File: config.mk
export PLATFORM = sky130hd
export DESIGN_NAME = uart
export DESIGN_NICKNAME = d
export VERILOG_FILES = /design/src/rtl/uart.sv
export SDC_FILE = /design/constraint.sdc
export NUM_CORES = 1
export LEC_CHECK = 0
export BUFFER_PORTS_ARGS = -buffer_cell sky130_fd_sc_hd__buf_2
export CAP_MARGIN = 20
export CORE_AREA = 8 8 101 103
export CTS_BUF_LIST = sky130_fd_sc_hd__clkbuf_4 sky130_fd_sc_hd__clkbuf_8
export DETAILED_ROUTE_END_ITERATION = 7
export DIE_AREA = 0 0 109 111
export GPL_ROUTABILITY_DRIVEN = 0
export PLACE_DENSITY = 0.79
export SKIP_LAST_GASP = 1
export SYNTH_ARGS = -nofsm -noshare
export SYNTH_HDL_FRONTEND = slang
export SYNTH_SLANG_ARGS = --single-unit
File: constraint.sdc
create_clock -name clk -period 7.45 [get_ports clk]
set_input_delay 1.49 -clock clk [delete_from_list [all_inputs] [get_ports clk]]
set_output_delay 1.49 -clock clk [all_outputs]
set_load 0.05 [all_outputs]
File: src/rtl/uart.sv
// Full-duplex 8N1 UART bridging AXI-Stream byte ports to txd/rxd serial pins.
// Bit period is 8*prescale clocks, latched per frame and per bit (0 acts as 1).
module uart #(
    parameter int unsigned DATA_WIDTH = 8
) (
    input  logic                  clk,
    input  logic                  rst,
    input  logic [15:0]           prescale,
    input  logic [DATA_WIDTH-1:0] s_axis_tdata,
    input  logic                  s_axis_tvalid,
    output logic                  s_axis_tready,
    output logic [DATA_WIDTH-1:0] m_axis_tdata,
    output logic                  m_axis_tvalid,
    input  logic                  m_axis_tready,
    input  logic                  rxd,
    output logic                  txd,
    output logic                  tx_busy,
    output logic                  rx_busy,
    output logic                  rx_overrun_error,
    output logic                  rx_frame_error
);

    localparam int unsigned CNT_W = 19;
    localparam int unsigned BIT_W = (DATA_WIDTH > 1) ? $clog2(DATA_WIDTH) : 1;
    localparam logic [BIT_W-1:0] LAST_BIT = BIT_W'(DATA_WIDTH - 1);

    typedef enum logic [1:0] {
        ST_IDLE,
        ST_START,
        ST_DATA,
        ST_STOP
    } state_e;

    // Bit period and half-period reload values, both minus one for down-counting to zero.
    logic [15:0]      ps_eff_c;
    logic [CNT_W-1:0] bit_m1_c;
    logic [CNT_W-1:0] half_m1_c;

    assign ps_eff_c  = (prescale == 16'd0) ? 16'd1 : prescale;
    assign bit_m1_c  = {ps_eff_c, 3'b000} - CNT_W'(1);
    assign half_m1_c = {1'b0, ps_eff_c, 2'b00} - CNT_W'(1);

    // ---------------- transmit ----------------
    state_e                tx_state_q;
    logic [CNT_W-1:0]      tx_cnt_q;
    logic [BIT_W-1:0]      tx_bit_q;
    logic [DATA_WIDTH-1:0] tx_data_q;
    logic                  txd_q;
    logic                  tx_ready_q;
    logic                  tx_busy_q;

    always_ff @(posedge clk) begin
        if (rst) begin
            tx_state_q <= ST_IDLE;
            tx_cnt_q   <= '0;
            tx_bit_q   <= '0;
            tx_data_q  <= '0;
            txd_q      <= 1'b1;
            tx_ready_q <= 1'b0;
            tx_busy_q  <= 1'b0;
        end else begin
            case (tx_state_q)
                ST_IDLE: begin
                    tx_ready_q <= 1'b1;
                    if (tx_ready_q && s_axis_tvalid) begin
                        tx_data_q  <= s_axis_tdata;
                        tx_ready_q <= 1'b0;
                        tx_busy_q  <= 1'b1;
                        txd_q      <= 1'b0;
                        tx_cnt_q   <= bit_m1_c;
                        tx_state_q <= ST_START;
                    end
                end
                ST_START: begin
                    if (tx_cnt_q != '0) begin
                        tx_cnt_q <= tx_cnt_q - CNT_W'(1);
                    end else begin
                        txd_q      <= tx_data_q[0];
                        tx_data_q  <= tx_data_q >> 1;
                        tx_bit_q   <= '0;
                        tx_cnt_q   <= bit_m1_c;
                        tx_state_q <= ST_DATA;
                    end
                end
                ST_DATA: begin
                    if (tx_cnt_q != '0) begin
                        tx_cnt_q <= tx_cnt_q - CNT_W'(1);
                    end else begin
                        tx_cnt_q <= bit_m1_c;
                        if (tx_bit_q == LAST_BIT) begin
                            txd_q      <= 1'b1;
                            tx_state_q <= ST_STOP;
                        end else begin
                            txd_q     <= tx_data_q[0];
                            tx_data_q <= tx_data_q >> 1;
                            tx_bit_q  <= tx_bit_q + BIT_W'(1);
                        end
                    end
                end
                ST_STOP: begin
                    if (tx_cnt_q != '0) begin
                        tx_cnt_q <= tx_cnt_q - CNT_W'(1);
                    end else begin
                        tx_ready_q <= 1'b1;
                        tx_busy_q  <= 1'b0;
                        tx_state_q <= ST_IDLE;
                    end
                end
                default: tx_state_q <= ST_IDLE;
            endcase
        end
    end

    assign txd           = txd_q;
    assign s_axis_tready = tx_ready_q;
    assign tx_busy       = tx_busy_q;

    // ---------------- receive ----------------
    state_e                rx_state_q;
    logic [CNT_W-1:0]      rx_cnt_q;
    logic [BIT_W-1:0]      rx_bit_q;
    logic [DATA_WIDTH-1:0] rx_shift_q;
    logic                  rxd_meta_q;
    logic                  rxd_sync_q;
    logic                  rx_armed_q;
    logic                  rx_busy_q;
    logic [DATA_WIDTH-1:0] m_data_q;
    logic                  m_valid_q;
    logic                  overrun_q;
    logic                  frame_q;

    always_ff @(posedge clk) begin
        if (rst) begin
            rx_state_q <= ST_IDLE;
            rx_cnt_q   <= '0;
            rx_bit_q   <= '0;
            rx_shift_q <= '0;
            rxd_meta_q <= 1'b1;
            rxd_sync_q <= 1'b1;
            rx_armed_q <= 1'b0;
            rx_busy_q  <= 1'b0;
            m_data_q   <= '0;
            m_valid_q  <= 1'b0;
            overrun_q  <= 1'b0;
            frame_q    <= 1'b0;
        end else begin
            rxd_meta_q <= rxd;
            rxd_sync_q <= rxd_meta_q;
            overrun_q  <= 1'b0;
            frame_q    <= 1'b0;
            if (m_valid_q && m_axis_tready) begin
                m_valid_q <= 1'b0;
            end
            case (rx_state_q)
                // A start is only recognised once the line has been seen high here.
                ST_IDLE: begin
                    if (rxd_sync_q) begin
                        rx_armed_q <= 1'b1;
                    end else if (rx_armed_q) begin
                        rx_armed_q <= 1'b0;
                        rx_busy_q  <= 1'b1;
                        rx_cnt_q   <= half_m1_c;
                        rx_state_q <= ST_START;
                    end
                end
                ST_START: begin
                    if (rx_cnt_q != '0) begin
                        rx_cnt_q <= rx_cnt_q - CNT_W'(1);
                    end else if (rxd_sync_q) begin
                        rx_busy_q  <= 1'b0;
                        rx_state_q <= ST_IDLE;
                    end else begin
                        rx_bit_q   <= '0;
                        rx_cnt_q   <= bit_m1_c;
                        rx_state_q <= ST_DATA;
                    end
                end
                ST_DATA: begin
                    if (rx_cnt_q != '0) begin
                        rx_cnt_q <= rx_cnt_q - CNT_W'(1);
                    end else begin
                        rx_shift_q <= {rxd_sync_q, rx_shift_q[DATA_WIDTH-1:1]};
                        rx_cnt_q   <= bit_m1_c;
                        if (rx_bit_q == LAST_BIT) begin
                            rx_state_q <= ST_STOP;
                        end else begin
                            rx_bit_q <= rx_bit_q + BIT_W'(1);
                        end
                    end
                end
                ST_STOP: begin
                    if (rx_cnt_q != '0) begin
                        rx_cnt_q <= rx_cnt_q - CNT_W'(1);
                    end else begin
                        rx_busy_q  <= 1'b0;
                        rx_state_q <= ST_IDLE;
                        if (rxd_sync_q) begin
                            m_data_q  <= rx_shift_q;
                            m_valid_q <= 1'b1;
                            overrun_q <= m_valid_q && !m_axis_tready;
                        end else begin
                            frame_q <= 1'b1;
                        end
                    end
                end
                default: rx_state_q <= ST_IDLE;
            endcase
        end
    end

    assign m_axis_tdata     = m_data_q;
    assign m_axis_tvalid    = m_valid_q;
    assign rx_busy          = rx_busy_q;
    assign rx_overrun_error = overrun_q;
    assign rx_frame_error   = frame_q;

endmodule

==> results.md <==
- Fin crit period: 4.31 ns
- Synth async-reset ratio: 0%
- Initial Utilization: 59.3%
- Global-route wire length before repair: 23100 um
- Worst Skew: 0.00952 ns
- Unique masters post-synth: 73
- DP Cell Count: 769
- DRT iter0 DRCs: 442
- Max H-tree Level: 3
- Top-area cell type share of the netlist area: 32.4%
- Startpoint Class: primary input
- N_diodes: 0
- Hold Crit Class: flip-flop to flip-flop
- Drt pass-1 iters: 5
- Wirelength per Cell: 17.6 um
- Cts hold-fix bufs: 0
- Worst skew pair latency: 0.36 ns
- Rel. slew slack: 31.2%
- Power per standard cell area: 383 nW/um2
- Die area: 12100 um2
- Total track usage: 23.0%
- Clock sinks: 82
- Crit path kind: primary input to flip-flop
- Via density: 6.57
- Final period util: 57.8%
- Post-synthesis sequential area ratio: 32.4%
- Leakage: 0.00209 uW
- Total wire length: 13800 um
- Largest net degree at the start of global routing: 67
- Vias in the first global route: 4903
- Post-cts sizing count: 0
- Synth area leader: dfxtp_1
- # rows: 34
- Post-CTS Setup Inserts: 0
- Post-synth EDFFs: 0
- Worst-Margin Slew: 1.02 ns
- CTS Root Cell: clkbuf_8
- Area Overhead vs Synth: 8.21%
- Core area: 8550 um2
- IO Pins: 44
- Initial antenna violation count: 0
- Top_reg_cell synth: dfxtp_1
- Synth area leaders: dfxtp_1, a21oi_1, nor2_1
- Port bufs: 43
- Nets: 718
- Peak supply drop: 311 uV
- Ys Warns: 0
- Non-Filler Instances: 786
- Vias: 5166
- Clock Path Buffers: 2
- Register bit total from synthesis: 82
- Drt drc: 0
- Max-cap violations: 0
- Clock buffer count from CTS: 9
- Final setup margin: 3.14 ns
- Worst EP arrival: 4.54 ns
- Worst setup EP type: flip-flop
- Hold WS: 0.421 ns
- Synthesized Nets: 697
- Grt total ovfl: 0
- Hpwl dp: 9790 um
- CP required: 7.68 ns
- Finished Core Util: 64.2%
- CTS tree: done
- Post-Route Setup TNS: 0 ns
- Reg clk slew, reported paths: 0.09 ns
- Outcome: complete, no violations
- Layout cell share with drive strength beyond 1: 13.3%
- Pre-CTS setup slack: 2.86 ns
- Critical-path maximum fanout: 7
- RSZ-0062 raised after global routing: no
- Highest clock rate: 232 MHz
- Antenna-violating nets left: 0
- Hold Vio Cnt, Final: 0
- Final setup fails: 0
- Syn Area/Cell: 7.78 um2
- Die height: 111 um
- Die Wd: 109 um
- Synth Instances: 652
- Mapped cell area: 5070 um2
- Max-slew violation count: 0
[layout make-up]
cell class | count | area (um2)
Sequential cell | 82 | 1640
Clock buffer | 10 | 131
Fill cell | 728 | 3060
Clock inverter | 6 | 50.0
Inverter | 21 | 78.8
Timing Repair Buffer | 48 | 253
Tap cell | 108 | 135
Multi-Input combinational cell | 511 | 3200
[worst max-delay path: stages]
cell and delay (ns):
buf_2 0.13, or4_1 0.59, nor3_1 0.55, a31oi_1 0.36
ha_1 0.34, nor4b_1 0.20, nand3_1 0.13, xor2_1 0.31
nand2_1 0.10, a31oi_1 0.21, o221ai_1 0.13
[routing by layer]
layer	wire length, um	global-route usage [%]	vias up
met5	0	0	-
met4	450	10.0	0
met3	1160	5.58	53
met2	6480	36.0	262
met1	5740	28.9	2398
li1	-	-	2453
[cells in the mapped netlist (4+ instances only)]
cell type / number
or3_1: 10
nor2_1: 72
a22oi_1: 6
o22ai_1: 5
o21ai_0: 44
dfxtp_1: 82
xor2_1: 16
nand2_1: 68
nand3_1: 22
a21oi_1: 57
nand4_1: 8
o41ai_1: 5
mux2i_1: 12
a31oi_1: 8
o32ai_1: 4
ha_1: 16
xnor2_1: 8
o211ai_1: 4
clkbuf_1: 30
inv_1: 21
o31ai_1: 7
nor4_1: 9
and3_1: 5
or2_2: 7
a211oi_1: 13
nor3_1: 23
or4_1: 7
[flip-flops by register name, summed over array words and instances, names as in the netlist, 2 cells and up, named ones only]
register,flops
tx_cnt_q,19
rx_shift_q,8
tx_bit_q,3
rx_bit_q,3
tx_state_q,2
rx_cnt_q,19
tx_data_q,8
m_axis_tdata,8
[report_power, final]
part,leakage (uW),internal [uW],switching [uW]
registers,0.000670,534,94.9
clock network,0.0000926,130,179
logic,0.00132,399,764
[cell families (layout without fill, tap and decap cells)]
group / after synthesis / count (layout) / share of synthesized area (%)
AND/OR/NAND/NOR: 256 / 256 / 25.2
multiplexers: 14 / 14 / 2.81
XOR/XNOR: 24 / 24 / 4.14
flip-flops: 82 / 82 / 32.4
buffers and inverters: 59 / 85 / 4.81
adder cells (fa/ha/maj): 16 / 16 / 3.95
AO/OA/AOI/OAI: 201 / 201 / 26.8
[placed cells by master, fill, tap and decap left out, drive strengths merged, types with 3 or more instances in the layout]
cell type   n
nor3b       4
xnor2       8
a22oi       6
o21a        3
o211ai      4
ha         16
nor4b       3
o21ai      48
nor2       72
nor4       11
or3        10
nand4       8
a31oi       8
a311o       3
a211oi     13
dfxtp      82
a21oi      57
a22o        3
nor3       26
nand3      22
or2         7
o22ai       5
o31ai       8
mux2i      12
buf        48
or4         7
a21o        3
o32ai       4
clkbuf     10
inv        24
nand3b      3
nand2      68
nand2b      3
a41oi       3
and3        5
xor2       16
o41ai       6
[through the flow]
stage	power [uW]	instance area, um2
after floorplan	1540	5070
after global placement	1730	5300
after detailed placement	1770	5300
after CTS	2080	5480
after global routing	2250	5490
final	2100	5490
[final timing paths]
path	start	slack (ns)	to	cells after the start
setup / recovery	prescale[12]	3.14	rx_cnt_q[13]	11
hold / removal	rxd_meta_q	0.42	rxd_sync_q	1
hold reg to reg	rxd_meta_q	0.42	rxd_sync_q	1
setup reg to reg	rx_cnt_q[0]	3.87	rx_state_q[0]	8
Note: power is estimated with default switching activity, not from simulation.
